### config.mk
export PLATFORM = sky130hd
export DESIGN_NAME = alu_pipe
export DESIGN_NICKNAME = d
export VERILOG_FILES = /design/src/rtl/alu_pipe.sv
export SDC_FILE = /design/constraint.sdc
export NUM_CORES = 1
export LEC_CHECK = 0
export CORE_AREA = 10 10 150 83
export DETAILED_ROUTE_END_ITERATION = 8
export DIE_AREA = 0 0 160 93
export HOLD_SLACK_MARGIN = 0.06
export SLEW_MARGIN = 40
export SYNTH_ARGS = -nofsm -noshare
export SYNTH_HDL_FRONTEND = slang
export SYNTH_SLANG_ARGS = --single-unit
### constraint.sdc
create_clock -name clk -period 3.8 [get_ports clk]
set_input_delay 0.76 -clock clk [delete_from_list [all_inputs] [get_ports clk]]
set_output_delay 0.76 -clock clk [all_outputs]
set_load 0.01 [all_outputs]
### src/rtl/alu_pipe.sv
// Registered, handshaked ALU. Single-cycle ops land in a one-entry output register;
// MODULO runs a WIDTH-step restoring divider before landing in the same register.
module alu_pipe #(
   parameter int WIDTH = 8,
   parameter int CNT_W = $clog2(WIDTH + 1)
) (
   input  logic             clk,
   input  logic             rst,
   input  logic             in_valid,
   output logic             in_ready,
   input  logic [WIDTH-1:0] a,
   input  logic [WIDTH-1:0] b,
   input  logic [3:0]       sel,
   output logic             out_valid,
   input  logic             out_ready,
   output logic [WIDTH-1:0] out,
   output logic             zero,
   output logic             carry,
   output logic             overflow,
   output logic             error,
   output logic             busy
);

   localparam logic [3:0] OP_ADD  = 4'd0;
   localparam logic [3:0] OP_SUB  = 4'd1;
   localparam logic [3:0] OP_AND  = 4'd2;
   localparam logic [3:0] OP_OR   = 4'd3;
   localparam logic [3:0] OP_XOR  = 4'd4;
   localparam logic [3:0] OP_NOR  = 4'd5;
   localparam logic [3:0] OP_NAND = 4'd6;
   localparam logic [3:0] OP_XNOR = 4'd7;
   localparam logic [3:0] OP_EQU  = 4'd8;
   localparam logic [3:0] OP_GT   = 4'd9;
   localparam logic [3:0] OP_LT   = 4'd10;
   localparam logic [3:0] OP_MOD  = 4'd11;

   typedef enum logic {S_IDLE = 1'b0, S_DIV = 1'b1} state_t;

   state_t           state_q;
   logic [WIDTH-1:0] out_q, rem_q, dvd_q, dvs_q;
   logic             zero_q, carry_q, ovf_q, err_q, valid_q;
   logic [CNT_W-1:0] cnt_q;

   logic [WIDTH-1:0] res_d, rem_d;
   logic             carry_d, ovf_d, err_d, zero_d;
   logic [WIDTH:0]   sum, diff, rem_sh;
   logic             accept, start_div;

   assign in_ready  = !rst && (state_q == S_IDLE) && (!valid_q || out_ready);
   assign accept    = in_valid && in_ready;
   assign start_div = accept && (sel == OP_MOD) && (b != '0);

   assign out_valid = valid_q;
   assign out       = out_q;
   assign zero      = zero_q;
   assign carry     = carry_q;
   assign overflow  = ovf_q;
   assign error     = err_q;
   assign busy      = (state_q == S_DIV);

   assign sum  = {1'b0, a} + {1'b0, b};
   assign diff = {1'b0, a} - {1'b0, b};

   always_comb begin
      res_d   = '0;
      carry_d = 1'b0;
      ovf_d   = 1'b0;
      err_d   = 1'b0;
      case (sel)
         OP_ADD: begin
            res_d   = sum[WIDTH-1:0];
            carry_d = sum[WIDTH];
            ovf_d   = (a[WIDTH-1] == b[WIDTH-1]) && (sum[WIDTH-1] != a[WIDTH-1]);
         end
         OP_SUB: begin
            res_d   = diff[WIDTH-1:0];
            carry_d = diff[WIDTH];
            ovf_d   = (a[WIDTH-1] != b[WIDTH-1]) && (diff[WIDTH-1] != a[WIDTH-1]);
         end
         OP_AND:  res_d = a & b;
         OP_OR:   res_d = a | b;
         OP_XOR:  res_d = a ^ b;
         OP_NOR:  res_d = ~(a | b);
         OP_NAND: res_d = ~(a & b);
         OP_XNOR: res_d = ~(a ^ b);
         OP_EQU:  res_d = WIDTH'(a == b);
         OP_GT:   res_d = WIDTH'(a > b);
         OP_LT:   res_d = WIDTH'(a < b);
         // Only the divide-by-zero case resolves here; b!=0 goes to the divider.
         OP_MOD:  err_d = (b == '0);
         default: err_d = 1'b1;
      endcase
      zero_d = (res_d == '0) && !err_d;
   end

   // One restoring step: bring in the next dividend bit, subtract if it fits.
   assign rem_sh = {rem_q, dvd_q[WIDTH-1]};
   always_comb begin
      if (rem_sh >= {1'b0, dvs_q}) rem_d = WIDTH'(rem_sh - {1'b0, dvs_q});
      else                         rem_d = rem_sh[WIDTH-1:0];
   end

   always_ff @(posedge clk) begin
      if (rst) begin
         state_q <= S_IDLE;
         valid_q <= 1'b0;
         out_q   <= '0;
         zero_q  <= 1'b0;
         carry_q <= 1'b0;
         ovf_q   <= 1'b0;
         err_q   <= 1'b0;
         rem_q   <= '0;
         dvd_q   <= '0;
         dvs_q   <= '0;
         cnt_q   <= '0;
      end else begin
         if (valid_q && out_ready) valid_q <= 1'b0;
         case (state_q)
            S_IDLE: begin
               if (start_div) begin
                  state_q <= S_DIV;
                  rem_q   <= '0;
                  dvd_q   <= a;
                  dvs_q   <= b;
                  cnt_q   <= CNT_W'(WIDTH);
               end else if (accept) begin
                  valid_q <= 1'b1;
                  out_q   <= res_d;
                  zero_q  <= zero_d;
                  carry_q <= carry_d;
                  ovf_q   <= ovf_d;
                  err_q   <= err_d;
               end
            end
            S_DIV: begin
               rem_q <= rem_d;
               dvd_q <= {dvd_q[WIDTH-2:0], 1'b0};
               cnt_q <= cnt_q - CNT_W'(1);
               if (cnt_q == CNT_W'(1)) begin
                  state_q <= S_IDLE;
                  valid_q <= 1'b1;
                  out_q   <= rem_d;
                  zero_q  <= (rem_d == '0);
                  carry_q <= 1'b0;
                  ovf_q   <= 1'b0;
                  err_q   <= 1'b0;
               end
            end
            default: state_q <= S_IDLE;
         endcase
      end
   end

endmodule
==> flow_summary.toml, run 1 <==
[sta]
maxSlewHeadroom_pct = 49.4
post-route-min-period_ns = 3.45
slew_violations = 0
fin_ws_ns = 0.353
fmax_mhz = 290
fin_setup_tns_ns = 0
holdWs_ns = 0.455
min_period_over_period_pct = 90.7
rsz0062_at_grt = "no"
clock_skew_ns = 0.0116
worstMarginPinSlew_ns = 0.757
setup_viol = 0
hold_viol_final = 0

[route]
top_layer = "met4"
dr_wl_met2_um = 4350
wl_met3_um = 1400
dr_total_vias = 3887
postRouteAntennaNets = 0
wl_met1_um = 6760
drt_iter0_drc = 374
remaining_drc_errors = 0
routed_via_density = 5.58
firstDrtPassIters = 5
wl_per_cell_um = 18.0
wl_um = 12600

[grt]
overflow = 0
grt_pass1_wl_um = 20300
antenna_found_initial = 0
grt_max_degree = 44
grt_pass1_vias = 3669
grtUsageTotal_pct = 16.8

[run]
drv_cap = 0

[yosys]
syn_area_per_cell_sq_um = 7.49
ys_seq_elements = 42
synth_top_family_by_area = "compound AO/OA/AOI/OAI gates"
synth_simple_gate_area_share_pct = 22.8
yosysWarningCount = 0
synth-compound-area-share_pct = 25.7
synth_fp_nets = 557
synth_fa_ha_area_share_pct = 13.1
muxShareOfSynthArea_pct = 4.01
synth_top_flop_cell = "dfxtp_1"
syn_area_sq_um = 3720
synth_edf_count = 0
synth_xor_area_share_pct = 4.48
async_flop_share_pct = 0
yosysSeqAreaShare_pct = 22.6
syn_inst = 496
synth.distinct_cells = 68

[clock_tree]
cts_buffer_depth = 2
postCtsSetupBuffers = 0
cts_root_buffer = "clkbuf_16"
ctsResizeCount = 0
cts_sinks = 42
insertion_delay_ns = 0.30
cts_tree = "done"
cts_made_buffers = 5
cts_hold_buf = 0
htreeDepth = 2
clk_pin_slew_ns = 0.07

[layout]
drive_above_1_share_pct = 12.9
antenna_cells = 0
layout_common_cells = "55 x nand2_1, 48 x nor2_1, 47 x buf_4"
fin_nets = 617
fillers = 997
area_delta_synth_final_pct = 24.9
multi_input_area_sq_um = 2610
final_cells = 697
fin_util_pct = 46.9
final_common_cell = "nand2_1"
register_area_sq_um = 841

[setup_path]
critPathArrivalTime_ns = 3.69
cp-end-kind = "flop"
critPathMaxFanout = 4
required_ns = 4.05
criticalPathCategory = "in -> reg"
start_kind = "input port"

[die]
ioPinCount = 39
num_rows = 26
start_util_pct = 37.6
core-area_sq_um = 9890
fp.dieH_um = 93
dieArea_sq_um = 14900
chipWidth_um = 160

[pwr]
power_density_nw_per_um2 = 275
peakVddDrop_v = 0.000150
power.leakage_uw = 0.00182

[place]
gp_congestion = 0.970
pre_cts_ws_ns = 0.117
dp_cells = 689
hpwl_um = 10200
place.port_buffers = 38

[min_path]
min_path_type = "reg -> reg"

[status]
outcome = "complete, no violations"
[cell type report]
cell class,count,area share [%]
multi-input cells,385,56.2
clock inverters,2,0.297
clock buffers,6,2.78
well taps,140,3.77
flip-flops and latches,42,18.1
repair buffers,85,15.8
inverters,37,2.99
[metal layers]
layer / up-vias / track usage (%)
met5: - / 0
met4: 0 / 2.13
met3: 5 / 5.64
met2: 180 / 20.9
met1: 1816 / 26.7
li1: 1886 / -
[registers in the layout, indices dropped and copies added, names as in the netlist]
register   count
dvd_q          8
cnt_q          4
out            8
dvs_q          8
error          1
out_valid      1
busy           1
carry          1
overflow       1
zero           1
rem_q          8
[Yosys cell counts (4+ instances only)]
library cell	instances	area share (%)
a2111oi_0	4	0.94
a211oi_1	8	1.6
a21oi_1	43	5.8
a22oi_1	12	2.4
a31oi_1	8	1.3
buf_2	7	0.94
clkbuf_1	21	2.1
dfxtp_1	42	23
ha_1	34	11
inv_1	35	3.5
mux2_2	7	2.1
mux2i_1	7	1.9
nand2_1	55	5.6
nand2b_1	6	1.0
nand3_1	12	1.6
nand3b_1	6	1.2
nor2_1	48	4.8
nor2b_1	8	1.3
nor3_1	10	1.3
nor3b_1	4	0.81
nor4_1	8	1.3
o211ai_1	4	0.81
o21ai_0	14	1.9
o21bai_1	4	0.81
o22ai_1	6	1.0
o311ai_0	4	0.94
xnor2_1	11	2.6
xor2_1	8	1.9
[cell families (layout without fill, tap and decap cells)]
family / count (synthesis) / after routing
DFF: 42 / 42
AOI/OAI and AO/OA: 140 / 140
adders and majority gates: 37 / 37
and+or+nand+nor: 175 / 175
xor gates and xnor gates: 19 / 19
buffers and inverters: 69 / 130
muxes: 14 / 14
[through the flow]
step,instance area (sq um),total power [uW]
after floorplan,3720,676
after global placement,4490,838
after detailed placement,4490,836
after CTS,4630,1270
after global routing,4640,1330
final,4640,1280
[power breakdown]
group	internal (uW)	total, uW	switching (uW)
Combinational	170	381	211
Clock	244	439	195
Sequential	449	455	6.37
[worst paths after layout]
path	from	end	slack [ns]	cells after the start
max	b[1]	zero	0.35	12
min	out[1]	out[1]	0.46	2
max reg2reg	dvs_q[2]	out[2]	0.99	10
min reg2reg	out[1]	out[1]	0.46	2
[critical path, stage by stage]
cell,delay (ns)
clkdlybuf4s50_1,0.42
buf_4,0.16
nor4_1,0.62
buf_4,0.23
a211oi_1,0.06
buf_4,0.18
o21ai_4,0.16
nand2b_4,0.07
a2111o_1,0.34
nor4_1,0.31
and4_1,0.23
a31o_1,0.14
(Power assumes the default switching activity.)
==> run 2, diff against run 1 <==
- PLACE_DENSITY_LB_ADDON: default -> 0.2
==> run 2 against run 1 <==
  * Critical path depth stayed put
  * First-iteration DRC count is 13% lower
  * Clock skew is 0.0024 ns lower
  * Via count is 0.15% higher
  * Critical path type unchanged
==> flow_summary.toml, run 2 (synthesized netlist as in run 1, its figures left out) <==
[sta]
setup_viol = 0
fmax_mhz = 277
maxSlewHeadroom_pct = 51.8
holdWs_ns = 0.457
post-route-min-period_ns = 3.62
slew_violations = 0
worstMarginPinSlew_ns = 0.716
clock_skew_ns = 0.00924
rsz0062_at_grt = "no"
hold_viol_final = 0
fin_setup_tns_ns = 0
min_period_over_period_pct = 95.1

[grt]
grtUsageTotal_pct = 17.0
grt_pass1_wl_um = 20500
grt_pass1_vias = 3604
overflow = 0
antenna_found_initial = 0
grt_max_degree = 44

[clock_tree]
cts_hold_buf = 0
cts_tree = "done"
cts_sinks = 42
insertion_delay_ns = 0.28
cts_root_buffer = "clkbuf_16"
postCtsSetupBuffers = 0
cts_made_buffers = 5
htreeDepth = 2
ctsResizeCount = 0
clk_pin_slew_ns = 0.06
cts_buffer_depth = 2

[layout]
final_common_cell = "nand2_1"
fillers = 1012
multi_input_area_sq_um = 2600
drive_above_1_share_pct = 12.4
final_area_sq_um = 4620
final_cells = 695
register_area_sq_um = 841
area_delta_synth_final_pct = 24.4
layout_common_cells = "55 x nand2_1, 48 x nor2_1, 45 x buf_4"
fin_nets = 615
antenna_cells = 0

[route]
wl_per_cell_um = 18.7
dr_total_vias = 3893
routed_via_density = 5.60
postRouteAntennaNets = 0
firstDrtPassIters = 5
wl_um = 13000
remaining_drc_errors = 0
drt_iter0_drc = 327

[setup_path]
slowest_delay_ns = 0.63
critPathArrivalTime_ns = 3.85
slowest_stage = "nor4_1"
cpMostUsedCell = "buf_4"
cp-end-kind = "flop"
start_kind = "input port"
critPathMaxFanout = 4
path_cells = "clkdlybuf4s50_1 -> buf_4 -> nor4_1 -> buf_4 -> a211oi_1 -> buf_4 -> o21ai_4 -> nand2b_4 -> a2111o_1 -> nor4_1 -> and4_1 -> a31o_1"
criticalPathCategory = "in -> reg"
required_ns = 4.03

[place]
dp_cells = 687
hpwl_um = 10600
place.port_buffers = 38
placed_area_sq_um = 4480
gp_congestion = 1.01

[die]
core-area_sq_um = 9890
chipWidth_um = 160
num_rows = 26
start_util_pct = 37.6
dieArea_sq_um = 14900
fp.dieH_um = 93
ioPinCount = 39

[status]
outcome = "complete, no violations"

[pwr]
power_density_nw_per_um2 = 275
power.leakage_uw = 0.00181
power_uw = 1270
peakVddDrop_v = 0.000170

[run]
drv_cap = 0

[min_path]
min_path_type = "reg -> reg"
==> run 2: cell count changes in the layout (fill, tap and decap cells not counted) <==
cell	previous run	this run
buf_4	47	45
clkbuf_8	0	1
clkinv_4	1	0
nor4b_1	0	1
nor4b_2	1	0
==> run 2: where the power goes <==
| group | total (uW) | internal [uW] | switching (uW) |
|---|---|---|---|
| Sequential | 455 | 449 | 6.42 |
| Clock | 434 | 261 | 173 |
| Combinational | 381 | 167 | 214 |
==> run 2: worst max-delay path, delay by kind of cell <==
| family | cells | cell delay, ns |
|---|---|---|
| simple gates | 4 | 1.38 |
| buf+inv | 4 | 1.01 |
| compound gates | 4 | 0.69 |
==> run 2: area by class of cell <==
class / instances / area share, %
inverter: 37 / 3.00
clock inverter: 1 / 0.108
sequential: 42 / 18.2
timing repair buffer: 83 / 15.5
multi-input combinational: 385 / 56.3
tap: 140 / 3.79
clock buffer: 7 / 3.08
==> run 2: path summary, 6_finish.rpt <==
| kind | startpoint | end | slack [ns] | depth (start not counted) |
|---|---|---|---|---|
| setup / recovery | b[1] | zero | 0.18 | 12 |
| hold / removal | dvs_q[4] | dvs_q[4] | 0.46 | 2 |
| setup reg to reg | dvs_q[2] | out[0] | 0.99 | 10 |
| hold reg to reg | dvs_q[4] | dvs_q[4] | 0.46 | 2 |
==> run 2: layer usage <==
layer  track usage (%)  wire length [um]  up-vias
met1              26.1              6940     1857
met3              6.34              1290        8
met4              1.22                48        0
met5                 0                 0        -
met2              22.0              4750      132
li1                  -                 -     1896
==> run 2: per-stage QoR <==
step                util, %  setup slack [ns]
finish                 46.8             0.184
global route           46.8            0.0212
CTS                    46.8             0.305
detailed placement     45.3            0.0129
global placement       45.3            0.0279
floorplan                 -             0.879
==> run 3, diff against run 2 <==
- GPL_TIMING_DRIVEN: default -> 0
==> run 3 against run 2 <==
  * Register-to-register slack is essentially flat
  * Clock-buffer cell count stayed put
  * Combinational power down 6.6%
  * Sequential share of layout area rose by 0.84 points
  * Critical path type unchanged
  * Flip-flop and latch count unchanged
  * Largest power group unchanged
  * Largest cell class unchanged
  * Worst hold slack gained 0.0048 ns
  * Utilization is 2.1 points lower
  * Clock power about the same
  * Final cell count fell by 2.2%
==> flow_summary.toml, run 3 (synthesized netlist as in run 1, its figures left out) <==
[route]
routed_via_density = 5.69
wl_um = 13500
remaining_drc_errors = 0
firstDrtPassIters = 5
dr_total_vias = 3871
postRouteAntennaNets = 0
drt_iter0_drc = 327
wl_per_cell_um = 19.9

[sta]
slew_violations = 0
maxSlewHeadroom_pct = 50.2
min_period_over_period_pct = 94.3
fmax_mhz = 279
clock_skew_ns = 0.00313
fin_ws_ns = 0.215
holdWs_ns = 0.462
hold_viol_final = 0
rsz0062_at_grt = "yes"
post-route-min-period_ns = 3.59
worstMarginPinSlew_ns = 0.741
setup_viol = 0

[die]
num_rows = 26
core-area_sq_um = 9890
chipWidth_um = 160
start_util_pct = 37.6
dieArea_sq_um = 14900
ioPinCount = 39
fp.dieH_um = 93

[setup_path]
cp_num_buf_inv = 3
criticalPathCategory = "in -> reg"
slowest_stage = "clkdlybuf4s50_1"
path_cells = "clkdlybuf4s50_1 -> inv_1 -> ha_1 -> clkbuf_1 -> a31o_2 -> a311o_1 -> or3_1 -> a32oi_1 -> nor2_1 -> and4_1 -> a31o_1"
start_kind = "input port"
crit_family = "compound AO/OA/AOI/OAI gates"
slowest_delay_ns = 0.55
cp-end-kind = "flop"
critPathMaxFanout = 10
required_ns = 3.98
critPathArrivalTime_ns = 3.77

[grt]
antenna_found_initial = 0
grtUsageTotal_pct = 17.6
grt_pass1_wl_um = 20900
overflow = 0
grt_max_degree = 13
grt_pass1_vias = 3617

[layout]
antenna_cells = 0
fin_nets = 600
fin_util_pct = 44.7
layout_common_cells = "55 x nand2_1, 48 x nor2_1, 43 x a21oi_1"
area_delta_synth_final_pct = 19.0
drive_above_1_share_pct = 6.67
final_common_cell = "nand2_1"
fillers = 1047

[clock_tree]
cts_root_buffer = "clkbuf_16"
cts_sinks = 42
cts_made_buffers = 5
clk_pin_slew_ns = 0.06
postCtsSetupBuffers = 0
cts_buffer_depth = 2
cts_tree = "done"
cts_hold_buf = 0
insertion_delay_ns = 0.29
htreeDepth = 2

[run]
drv_cap = 0

[place]
hpwl_um = 11100
pre_cts_ws_ns = -0.191
place.port_buffers = 36
gp_congestion = 1.02

[pwr]
power_uw = 1240
power.leakage_uw = 0.00165
peakVddDrop_v = 0.000154
power_density_nw_per_um2 = 281

[min_path]
min_path_type = "reg -> reg"

[status]
outcome = "complete, no violations"
-- run 3: cell count changes in the layout (fill, tap and decap cells not counted), moves of 2 or more --
cell and change:
clkbuf_1 +21, buf_1 +3, buf_2 +7, clkdlybuf4s50_1 -2
buf_4 -44
-- run 3: worst register-to-register path, stage by stage (launching register included) --
cell and delay (ns):
dfxtp_1 0.34, inv_1 0.08, ha_1 0.40, o211ai_1 0.13, a21oi_1 0.25, nor3_1 0.15, o211ai_2 0.51, nor2_1 0.08
a21oi_1 0.36, nand3_1 0.13, a221oi_1 0.29
-- run 3: layout make-up --
cell class              instances  area (sq um)  share of cell area, %
multi-input cells             385          2630                   59.4
clock inverters                 1          5.00                  0.113
inverters                      37           139                   3.14
flip-flops and latches         42           841                   19.0
repair buffers                 36           360                   8.15
plain buffers                  32           133                   3.00
clock buffers                   7           143                   3.23
well taps                     140           175                   3.96
-- run 3: repair_timing --
item,in CTS,in global routing
gates resized for setup,0,3
hold endpoints to repair,0,0
endpoints found under the setup margin,0,5
-- run 3: report_power, final --
group / internal (uW) / total, uW / leakage [uW] / switching [uW]
combinational: 140 / 356 / 0.00124 / 216
clock: 260 / 432 / 0.0000739 / 171
sequential: 449 / 456 / 0.000340 / 6.60
total: 849 / 1240 / 0.00165 / 394
-- run 3: stage by stage --
| stage | cell area, sq um | TNS (ns) | std cells |
|---|---|---|---|
| 2_1_floorplan | 3720 | 0 | 496 |
| 3_3_place_gp | 4250 | -0.368 | 672 |
| 3_5_place_dp | 4250 | -0.556 | 672 |
| 4_1_cts | 4400 | 0 | 680 |
| 5_1_grt | 4420 | -0.0181 | 680 |
| 6_report | 4420 | 0 | 680 |
-- run 3: layer usage --
| layer | share of wire (%) | vias to the layer above | global-route usage [%] |
|---|---|---|---|
| met4 | 0.15 | 0 | 1.37 |
| met1 | 55 | 1867 | 26.8 |
| met2 | 35 | 146 | 22.8 |
| met3 | 10 | 3 | 7.13 |
| met5 | 0 | - | 0 |
| li1 | - | 1855 | - |
-- run 3: final timing paths --
path / startpoint / to / slack, ns / cells past startpoint
max reg2reg: dvs_q[3] / out[0] / 0.98 / 10
min reg2reg: dvd_q[4] / dvd_q[4] / 0.46 / 2
max: b[3] / zero / 0.21 / 11
min: dvd_q[4] / dvd_q[4] / 0.46 / 2
